`src/rtl/bsg_mesh_inject_pkg.sv`:
```
// Shared definitions for the mesh injection arbiter: the packet layout,
// the drop counter width, queue operation codes and a saturating increment.
package bsg_mesh_inject_pkg;

   // Width of the dropped-packet counter
   localparam int drop_count_width_lp = 8;

   // Field widths of the default configuration
   localparam int pkt_x_cord_width_lp  = 1;
   localparam int pkt_y_cord_width_lp  = 1;
   localparam int pkt_payload_width_lp = 4;

   // Packet layout of the default configuration. Packed structs place the
   // first member at the MSB, so dst_x is declared last and lands in the low
   // bits. The low bits carry the routing destination that the router expects.
   typedef struct packed {
      logic [pkt_payload_width_lp-1:0] payload;
      logic [pkt_y_cord_width_lp-1:0]  src_y;
      logic [pkt_x_cord_width_lp-1:0]  src_x;
      logic [pkt_y_cord_width_lp-1:0]  dst_y;
      logic [pkt_x_cord_width_lp-1:0]  dst_x;
   } bsg_mesh_inject_packet_t;

   // Queue operation in a cycle, encoded as {enqueue, dequeue}
   typedef enum logic [1:0] {
      e_q_idle = 2'b00,
      e_q_deq  = 2'b01,
      e_q_enq  = 2'b10,
      e_q_both = 2'b11
   } bsg_mesh_inject_q_op_e;

   // Increment that holds at the all-ones value
   function automatic logic [drop_count_width_lp-1:0] sat_inc
      (input logic [drop_count_width_lp-1:0] cnt);
      logic [drop_count_width_lp-1:0] res;
      if (cnt == {drop_count_width_lp{1'b1}}) begin
         res = cnt;
      end else begin
         res = cnt + {{(drop_count_width_lp-1){1'b0}}, 1'b1};
      end
      return res;
   endfunction

endpackage

```
`src/rtl/bsg_mesh_inject_rr_grant.sv`:
```
// Rotating-priority one-hot arbiter. The search for a valid requester starts
// at rr_ptr and wraps explicitly from num_req_p-1 back to 0. This keeps the
// wrap correct when num_req_p is not a power of two.
module bsg_mesh_inject_rr_grant
   import bsg_mesh_inject_pkg::*;
#(
   parameter int num_req_p   = 4,
   parameter int ptr_width_p = 2
)
(
   input  logic [num_req_p-1:0]   reqs,
   input  logic [ptr_width_p-1:0] rr_ptr,
   output logic [num_req_p-1:0]   grant,
   output logic [ptr_width_p-1:0] winner,
   output logic                   any_grant
);

   logic [ptr_width_p:0] idx_s;

   // Walk the requesters in priority order from rr_ptr and pick the first valid one
   always_comb begin
      grant     = {num_req_p{1'b0}};
      winner    = {ptr_width_p{1'b0}};
      any_grant = 1'b0;
      idx_s     = {(ptr_width_p+1){1'b0}};
      for (int i = 0; i < num_req_p; i++) begin
         idx_s = {1'b0, rr_ptr} + (ptr_width_p+1)'(i);
         if (idx_s >= (ptr_width_p+1)'(num_req_p)) begin
            idx_s = idx_s - (ptr_width_p+1)'(num_req_p);
         end else begin
            idx_s = idx_s;
         end
         if (!any_grant && reqs[idx_s[ptr_width_p-1:0]]) begin
            any_grant                         = 1'b1;
            winner                            = idx_s[ptr_width_p-1:0];
            grant[idx_s[ptr_width_p-1:0]]     = 1'b1;
         end else begin
            any_grant = any_grant;
         end
      end
   end

endmodule

```
`src/rtl/bsg_mesh_inject_arbiter.sv`:
```
// Shares one mesh router P input port among num_req_p local requesters.
// A round-robin winner is picked each cycle and its header is formed. The
// flit is then buffered in a 2-entry queue with a registered head. Packets
// whose destination lies outside the mesh are accepted, dropped and counted.
module bsg_mesh_inject_arbiter
   import bsg_mesh_inject_pkg::*;
#(
   parameter int num_req_p       = 4,
   parameter int payload_width_p = 4,
   parameter int x_cord_width_p  = 1,
   parameter int y_cord_width_p  = 1,
   parameter int mesh_x_p        = 2,
   parameter int mesh_y_p        = 2,
   localparam int width_lp = 2*x_cord_width_p + 2*y_cord_width_p + payload_width_p
)
(
   input  logic                                  clk_i,
   input  logic                                  reset_i,
   input  logic [x_cord_width_p-1:0]             my_x_i,
   input  logic [y_cord_width_p-1:0]             my_y_i,
   input  logic [num_req_p-1:0]                  v_i,
   input  logic [num_req_p*x_cord_width_p-1:0]   dst_x_i,
   input  logic [num_req_p*y_cord_width_p-1:0]   dst_y_i,
   input  logic [num_req_p*payload_width_p-1:0]  payload_i,
   output logic [num_req_p-1:0]                  ready_o,
   output logic                                  v_o,
   output logic [width_lp-1:0]                   data_o,
   input  logic                                  yumi_i,
   output logic                                  err_o,
   output logic [drop_count_width_lp-1:0]        drop_count_o
);

   localparam int ptr_width_lp = (num_req_p > 1) ? $clog2(num_req_p) : 1;
   localparam logic [x_cord_width_p:0] mesh_x_lp = (x_cord_width_p+1)'(mesh_x_p);
   localparam logic [y_cord_width_p:0] mesh_y_lp = (y_cord_width_p+1)'(mesh_y_p);

   // Same field order as the package packet type, sized by this instance
   typedef struct packed {
      logic [payload_width_p-1:0] payload;
      logic [y_cord_width_p-1:0]  src_y;
      logic [x_cord_width_p-1:0]  src_x;
      logic [y_cord_width_p-1:0]  dst_y;
      logic [x_cord_width_p-1:0]  dst_x;
   } packet_t;

   logic [ptr_width_lp-1:0]         rr_ptr_r;
   logic [ptr_width_lp-1:0]         rr_ptr_n_s;
   logic [num_req_p-1:0]            grant_s;
   logic [ptr_width_lp-1:0]         winner_s;
   logic                            any_grant_s;

   logic [x_cord_width_p-1:0]       win_dst_x_s;
   logic [y_cord_width_p-1:0]       win_dst_y_s;
   logic [payload_width_p-1:0]      win_payload_s;
   logic                            dst_illegal_s;
   packet_t                         packet_s;

   logic [num_req_p-1:0]            ready_s;
   logic                            accept_s;
   logic                            enq_s;
   logic                            deq_s;
   logic                            full_s;
   bsg_mesh_inject_q_op_e           q_op_s;

   packet_t                         head_data_r;
   packet_t                         tail_data_r;
   logic                            head_v_r;
   logic                            tail_v_r;
   packet_t                         head_data_n_s;
   packet_t                         tail_data_n_s;
   logic                            head_v_n_s;
   logic                            tail_v_n_s;

   logic                            err_r;
   logic [drop_count_width_lp-1:0]  drop_count_r;

   bsg_mesh_inject_rr_grant #(
      .num_req_p   (num_req_p),
      .ptr_width_p (ptr_width_lp)
   ) rr_grant (
      .reqs      (v_i),
      .rr_ptr    (rr_ptr_r),
      .grant     (grant_s),
      .winner    (winner_s),
      .any_grant (any_grant_s)
   );

   // Select the winner's fields and form its packet header
   always_comb begin
      win_dst_x_s   = dst_x_i[winner_s*x_cord_width_p +: x_cord_width_p];
      win_dst_y_s   = dst_y_i[winner_s*y_cord_width_p +: y_cord_width_p];
      win_payload_s = payload_i[winner_s*payload_width_p +: payload_width_p];
      dst_illegal_s = ({1'b0, win_dst_x_s} >= mesh_x_lp)
                    | ({1'b0, win_dst_y_s} >= mesh_y_lp);
      packet_s.payload = win_payload_s;
      packet_s.src_y   = my_y_i;
      packet_s.src_x   = my_x_i;
      packet_s.dst_y   = win_dst_y_s;
      packet_s.dst_x   = win_dst_x_s;
   end

   // Accept the winner when there is room or when its packet will be dropped.
   // yumi_i is deliberately not used here, so the router has no path to ready_o.
   always_comb begin
      full_s = head_v_r & tail_v_r;
      if (!reset_i && any_grant_s && (!full_s || dst_illegal_s)) begin
         ready_s = grant_s;
      end else begin
         ready_s = {num_req_p{1'b0}};
      end
      accept_s = |ready_s;
      enq_s    = accept_s & ~dst_illegal_s;
      deq_s    = yumi_i & head_v_r;
      q_op_s   = bsg_mesh_inject_q_op_e'({enq_s, deq_s});
   end

   // Next pointer: one past the winner, wrapping explicitly; hold with no accept
   always_comb begin
      if (accept_s) begin
         if (winner_s == ptr_width_lp'(num_req_p-1)) begin
            rr_ptr_n_s = {ptr_width_lp{1'b0}};
         end else begin
            rr_ptr_n_s = winner_s + ptr_width_lp'(1);
         end
      end else begin
         rr_ptr_n_s = rr_ptr_r;
      end
   end

   // Queue next state; the head register always feeds the router directly
   always_comb begin
      head_data_n_s = head_data_r;
      tail_data_n_s = tail_data_r;
      head_v_n_s    = head_v_r;
      tail_v_n_s    = tail_v_r;
      case (q_op_s)
         e_q_enq: begin
            if (head_v_r) begin
               tail_data_n_s = packet_s;
               tail_v_n_s    = 1'b1;
            end else begin
               head_data_n_s = packet_s;
               head_v_n_s    = 1'b1;
            end
         end
         e_q_deq: begin
            if (tail_v_r) begin
               head_data_n_s = tail_data_r;
               head_v_n_s    = 1'b1;
               tail_v_n_s    = 1'b0;
            end else begin
               head_data_n_s = '0;
               head_v_n_s    = 1'b0;
            end
         end
         // An enqueue only happens when not full, so occupancy here is one:
         // the head leaves and the new packet takes its place.
         e_q_both: begin
            head_data_n_s = packet_s;
            head_v_n_s    = 1'b1;
            tail_v_n_s    = 1'b0;
         end
         default: begin
            head_data_n_s = head_data_r;
            tail_data_n_s = tail_data_r;
            head_v_n_s    = head_v_r;
            tail_v_n_s    = tail_v_r;
         end
      endcase
   end

   // Queue registers; reset discards any flits still in flight
   always_ff @(posedge clk_i or posedge reset_i) begin
      if (reset_i) begin
         head_data_r <= '0;
         tail_data_r <= '0;
         head_v_r    <= 1'b0;
         tail_v_r    <= 1'b0;
      end else begin
         head_data_r <= head_data_n_s;
         tail_data_r <= tail_data_n_s;
         head_v_r    <= head_v_n_s;
         tail_v_r    <= tail_v_n_s;
      end
   end

   // Round-robin pointer register
   always_ff @(posedge clk_i or posedge reset_i) begin
      if (reset_i) begin
         rr_ptr_r <= {ptr_width_lp{1'b0}};
      end else begin
         rr_ptr_r <= rr_ptr_n_s;
      end
   end

   // Sticky error flag and saturating drop counter for bad destinations
   always_ff @(posedge clk_i or posedge reset_i) begin
      if (reset_i) begin
         err_r        <= 1'b0;
         drop_count_r <= {drop_count_width_lp{1'b0}};
      end else if (accept_s && dst_illegal_s) begin
         err_r        <= 1'b1;
         drop_count_r <= sat_inc(drop_count_r);
      end else begin
         err_r        <= err_r;
         drop_count_r <= drop_count_r;
      end
   end

   assign ready_o      = ready_s;
   assign v_o          = head_v_r;
   assign data_o       = head_data_r;
   assign err_o        = err_r;
   assign drop_count_o = drop_count_r;

endmodule

```
`config.mk`:
```
export PLATFORM = sky130hd
export DESIGN_NAME = bsg_mesh_inject_arbiter
export DESIGN_NICKNAME = d
export VERILOG_FILES = /design/src/rtl/bsg_mesh_inject_pkg.sv /design/src/rtl/bsg_mesh_inject_rr_grant.sv /design/src/rtl/bsg_mesh_inject_arbiter.sv
export SDC_FILE = /design/constraint.sdc
export NUM_CORES = 1
export LEC_CHECK = 0
export BUFFER_PORTS_ARGS = -buffer_cell sky130_fd_sc_hd__buf_2
export CAP_MARGIN = 20
export CORE_MARGIN = 2
export CORE_UTILIZATION = 42
export CTS_CLUSTER_DIAMETER = 40
export DETAILED_ROUTE_END_ITERATION = 10
export HOLD_SLACK_MARGIN = 0.05
export PLACE_DENSITY = 0.66
export SYNTH_ARGS = -nofsm -noshare
export SYNTH_HDL_FRONTEND = slang
export SYNTH_SLANG_ARGS = --single-unit
export TNS_END_PERCENT = 1
```
`constraint.sdc`:
```
create_clock -name clk_i -period 4.35 [get_ports clk_i]
set_clock_uncertainty 0.15 [all_clocks]
set_input_delay 0.87 -clock clk_i [delete_from_list [all_inputs] [get_ports clk_i]]
set_output_delay 0.87 -clock clk_i [all_outputs]
set_load 0.02 [all_outputs]
```
# == Yosys cells after proc, flatten, opt, wreduce, memory -nomap -nowiden ==
# Index checks and enable logic that the tools add are counted.
# totals
ff_bits,20
inputBits,33
out_inout_bits,22
# op_classes
n_addsub,8
order_cmp,12
eq_ne,6
n_shift,3
muxes,41
n_bitwise,5
n_reduce_logical,23
# ops
op,count
$pmux 8 s3,1
$mux 4,5
$mux 2,9
$mux 8,2
$shiftx 16x5->4,1
$mux 1,14
$lt 2x3->1 const B,4
$or 4x4->4,3
$ge 3x3->1 const B,3
$logic_and 1x1->1,9
$bmux 1 s2,4
$demux 1 s2,4
$ge 2x1->1 const B,4
$shiftx 4x3->1,2
$sub 2x1->2 const B,4
$add 2x2->3 const B,2
$eq 2x2->1 const B,3
$reduce_and 2->1,3
$logic_not 1->1,5
$ne 2x2->1 const B,2
$pmux 1 s2,2
$reduce_bool 2->1,2
$reduce_or 2->1,2
$reduce_or 4->1,1
6 further kinds,7

# == Depth between registers and ports, before layout ==
# depth
depth_word,22
ltp_mapped,14
ltp_nobuf,9

# == By module ==
# A second synthesis with hierarchy kept.
# hier_totals
cells_unflattened,148
hier_area_um2,1635.3
# modules_own_cells
mod,instances,cells_each,area_per_inst_um2,seq_area_each_um2
bsg_mesh_inject_arbiter,1,103,1213.7,500.5
bsg_mesh_inject_rr_grant,1,45,421.7,0.0

# == Worst setup path before layout ==
# OpenSTA, ideal clock, no wires.
# synth_timing
path_type,flip-flop to flip-flop
from,register with a tool-made name
to,register tail_data_r[0] in the netlist's numbering
setup_ns,0.125
t_arrival_ns,4.033
path_slack_ns,0.042
stages_incl_launch_ff,15
n_path_buf,5
synth_period_minus_slack_ns,4.308
path_cell_list,dfrtp_1 -> buf_2 -> buf_2 -> buf_2 -> inv_1 -> ha_1 -> buf_2 -> mux2_2 -> mux2i_1 -> a2111oi_0 -> o32ai_1 -> or4_1 -> buf_6 -> nand2_8 -> mux2_4
# synth_rtl
element,line_no,rtl
to (signal assigned),bsg_mesh_inject_arbiter.sv:181,tail_data_r <= tail_data_n_s;
to (decl),bsg_mesh_inject_arbiter.sv:66,packet_t tail_data_r;

==> parameters.txt <==
Parameter                              Value

Status
  Result of the run    finished clean

Pwr
  Internal Pwr Total    about 1.1 mW
  Register share of total power    17.7%
  Switching share of power    48.4%
  Leakage power of the design    1.11 nW
  Power consumption    around 2.0 mW
  Fraction of power consumed by the clock network    about 7.2%
  Relative contribution of combinational cells to total power    roughly three quarters
  IR drop worst, VDD    0.000385 V
  Total power density per cell area    866 nW/um2
  Reported net switching power    between 0.9 and 1 mW

Placed design
  Quantity of I/O buffers inserted on ports    45
  Detailed Place HPWL    roughly 3700 um
  Last weighted congestion value of the routability-driven placer    a little under 0.9
  Placed cells    roughly 330

Timing
  Min cycle time layout    about 4 ns
  Final setup viols    0
  Final-layout setup total negative slack    0 ns
  Number of hold violations in the final report    0
  Setup repair after global routing missed its margin    false
  Worst slew pin tran    0.797 ns
  Highest clock frequency the design can meet    around 0.24 GHz
  Pins over their slew limit    0
  Relative max-transition margin    around 47%
  Final critical-path share of the clock period    between 90 and 100%

Synth
  Most frequent cells after synthesis    sky130_fd_sc_hd__dfrtp_1 (20), sky130_fd_sc_hd__mux2i_1 (19), sky130_fd_sc_hd__nand2_1 (15)
  Library cell with the largest summed area after synthesis    sky130_fd_sc_hd__dfrtp_1
  Fraction of registers with async set or reset after synthesis    between 90% and 100%
  Number of register bits inferred by synthesis    20
  Area fraction of the dominant cell type after synthesis    24.3%
  Most common cell in the netlist    sky130_fd_sc_hd__dfrtp_1
  Synthesized area per cell    a little over 9 um2
  Sequential area share after synthesis    24.3%
  Number of synthesized flops with an enable pin    0
  Synthesized area    2060 um2
  Distinct cell type count after synthesis    48
  Number of instances in the synthesized netlist    224
  Top cells by area, synth    sky130_fd_sc_hd__dfrtp_1 (24%), sky130_fd_sc_hd__mux2i_1 (9.2%), sky130_fd_sc_hd__mux2_4 (5.1%)
  Prevailing post-synth register cell    sky130_fd_sc_hd__dfrtp_1
  Synth warnings    0

Detailed routing
  Number of search-and-repair iterations in the first detailed-routing pass    4
  Vias after detailed routing    1816
  Post-detailed-route DRC marker count    0
  Wire length per cell    ~15 um
  Routed WL    roughly 4900 um
  Number of design-rule violations left by the first detailed-router iteration    between 100 and 150
  Number of vias per cell    5.49
  Number of nets with antenna violations after detailed routing    0

Floorplan
  Floorplan die height    74.1 um
  Number of cell rows    25
  I/O pins    55
  Horizontal die dimension    approximately 74 um
  Starting density of the core    a little over two fifths
  Core area    between 4000 and 5000 um2
  Die outline area    5490 um2

Global route
  Via count of the first global-routing pass    about 1600
  Overall Global Routing Usage    a little under a fifth
  First-pass GRT wire length    ~8000 um
  Number of antenna violations at the first check in global routing    0
  Congestion Overflow GR    0
  Maximum number of pins on one net before global-route repair    32

Setup path
  Crit start category    flop
  Setup crit end kind    output pin
  Data required time of the worst path    around 3.3 ns
  Data arrival, critical path    between 3 and 4 ns
  Top fanout value on the critical path    6
  Critical path class    reg -> out

Final layout
  Fraction of final layout cells sized beyond drive strength 1    between 30% and 40%
  Post-route core utilization    about half
  Filler-free cell count of the finished design    around 330
  Number of inserted diodes    0
  Final net count    roughly 300
  Synthesis-to-finish area growth    14.6%

Clock network
  Maximum buffer depth of the clock tree    2
  Clk sinks    20
  Total CTS buffers    3
  H-tree Lvls    1
  Post-cts repair resize count    0
  CTS Root Buffer Type    sky130_fd_sc_hd__clkbuf_8
  Post-CTS setup repair buffer count    0
  Hold_buf cts    0
  CTS tree    yes
  Insertion delay to the later sink of the worst-skew pair    ~0.27 ns
  Clock-pin slew on the worst setup and hold paths    about 0.08 ns

Hold path
  Kind of path behind the tightest hold check    reg -> reg
  Worst Hold Launch    tail_data_r[1]$_DFFE_PP0P_

Run
  Count of max-cap constraint violations    0
[kinds of logic (layout without fill, tap and decap cells)]
group / Yosys count / in the layout / synth area share, %
muxes: 38 / 38 / 23.1
buffers and inverters: 40 / 72 / 10.4
DFF: 20 / 20 / 24.3
xor gates and xnor gates: 2 / 2 / 0.850
and+or+nand+nor: 51 / 51 / 13.4
adders and majority gates: 7 / 7 / 4.25
AOI/OAI and AO/OA: 65 / 65 / 23.6
other: 1 / 9 / 0.182
[stage by stage]
step	hold slack, ns	cell area [um2]	setup WS (ns)
after floorplan	0.317	2090	0.0420
after global placement	0.349	2310	0.454
after detailed placement	0.347	2310	0.403
after CTS	0.371	2360	0.313
after global routing	0.384	2360	0.111
final	0.370	2360	0.267
[registers in the layout, summed over array words and instances (netlist names), named ones only]
| register | cells |
|---|---|
| data_o | 8 |
| tail_v_r | 1 |
| v_o | 1 |
| rr_ptr_r | 1 |
| tail_data_r | 8 |
[layout by cell type, fill, tap and decap left out, types with 4 or more instances in the layout]
cell type | synthesis | layout
sky130_fd_sc_hd__mux2i_1 | 19 | 19
sky130_fd_sc_hd__conb_1 | 1 | 9
sky130_fd_sc_hd__o22ai_1 | 6 | 6
sky130_fd_sc_hd__buf_2 | 6 | 45
sky130_fd_sc_hd__a21oi_1 | 12 | 12
sky130_fd_sc_hd__nor2b_1 | 5 | 5
sky130_fd_sc_hd__inv_1 | 14 | 14
sky130_fd_sc_hd__nand3_1 | 6 | 6
sky130_fd_sc_hd__dfrtp_1 | 20 | 20
sky130_fd_sc_hd__buf_4 | 9 | 9
sky130_fd_sc_hd__mux2_4 | 7 | 7
sky130_fd_sc_hd__ha_1 | 7 | 7
sky130_fd_sc_hd__nand2_1 | 15 | 15
sky130_fd_sc_hd__nand2b_1 | 8 | 8
sky130_fd_sc_hd__a211oi_1 | 4 | 4
sky130_fd_sc_hd__mux2_2 | 8 | 8
sky130_fd_sc_hd__o32ai_1 | 4 | 4
sky130_fd_sc_hd__nor2_1 | 8 | 8
sky130_fd_sc_hd__mux4_2 | 4 | 4
sky130_fd_sc_hd__clkbuf_8 | 0 | 4
sky130_fd_sc_hd__o211ai_1 | 7 | 7
sky130_fd_sc_hd__o21ai_0 | 7 | 7
[final cells by class]
type                    instances  area [um2]
repair buffers                 54         293
multi-input cells             172        1380
well taps                      67        83.8
flip-flops and latches         20         500
clock buffers                   4        55.1
inverters                      14        52.6
fillers                       455        2360
[critical path, stage by stage, from the launching register on]
cell and delay, ns:
sky130_fd_sc_hd__dfrtp_1 0.35, sky130_fd_sc_hd__inv_1 0.14, sky130_fd_sc_hd__ha_1 0.43, sky130_fd_sc_hd__mux2_2 0.40
sky130_fd_sc_hd__mux2i_1 0.45, sky130_fd_sc_hd__a221oi_1 0.15, sky130_fd_sc_hd__o32ai_1 0.60, sky130_fd_sc_hd__buf_2 0.28
[power groups by stage]
stage | logic, mW | clock network, mW | registers, mW
6_report | 1.54 | 0.147 | 0.362
2_1_floorplan | 1.21 | 0 | 0.382
4_1_cts | 1.54 | 0.149 | 0.361
3_3_place_gp | 1.52 | 0 | 0.360
5_1_grt | 1.68 | 0.155 | 0.373
3_5_place_dp | 1.54 | 0 | 0.361
[final timing paths]
path | slack (ns) | cells past startpoint | end
setup / recovery | 0.27 | 7 | ready_o[1]
min in group asynchronous | 0.60 | 2 | data_o[1]$_DFFE_PP0P_
max in group asynchronous | 2.95 | 2 | asynchronous set/reset pin
hold reg to reg | 0.37 | 1 | tail_data_r[1]$_DFFE_PP0P_
hold / removal | 0.37 | 1 | tail_data_r[1]$_DFFE_PP0P_
setup reg to reg | 0.57 | 10 | tail_data_r[4]$_DFFE_PP0P_
[per-layer routing]
metal	part of all wire [%]	GRT usage (%)	vias to the layer above	wire length, um
li1	-	-	889	-
met1	47	26.3	876	2320
met2	48	31.3	46	2380
met3	3.6	1.22	5	180
met4	1.3	6.06	0	63
met5	0	0	-	0
(Power assumes the default switching activity.)
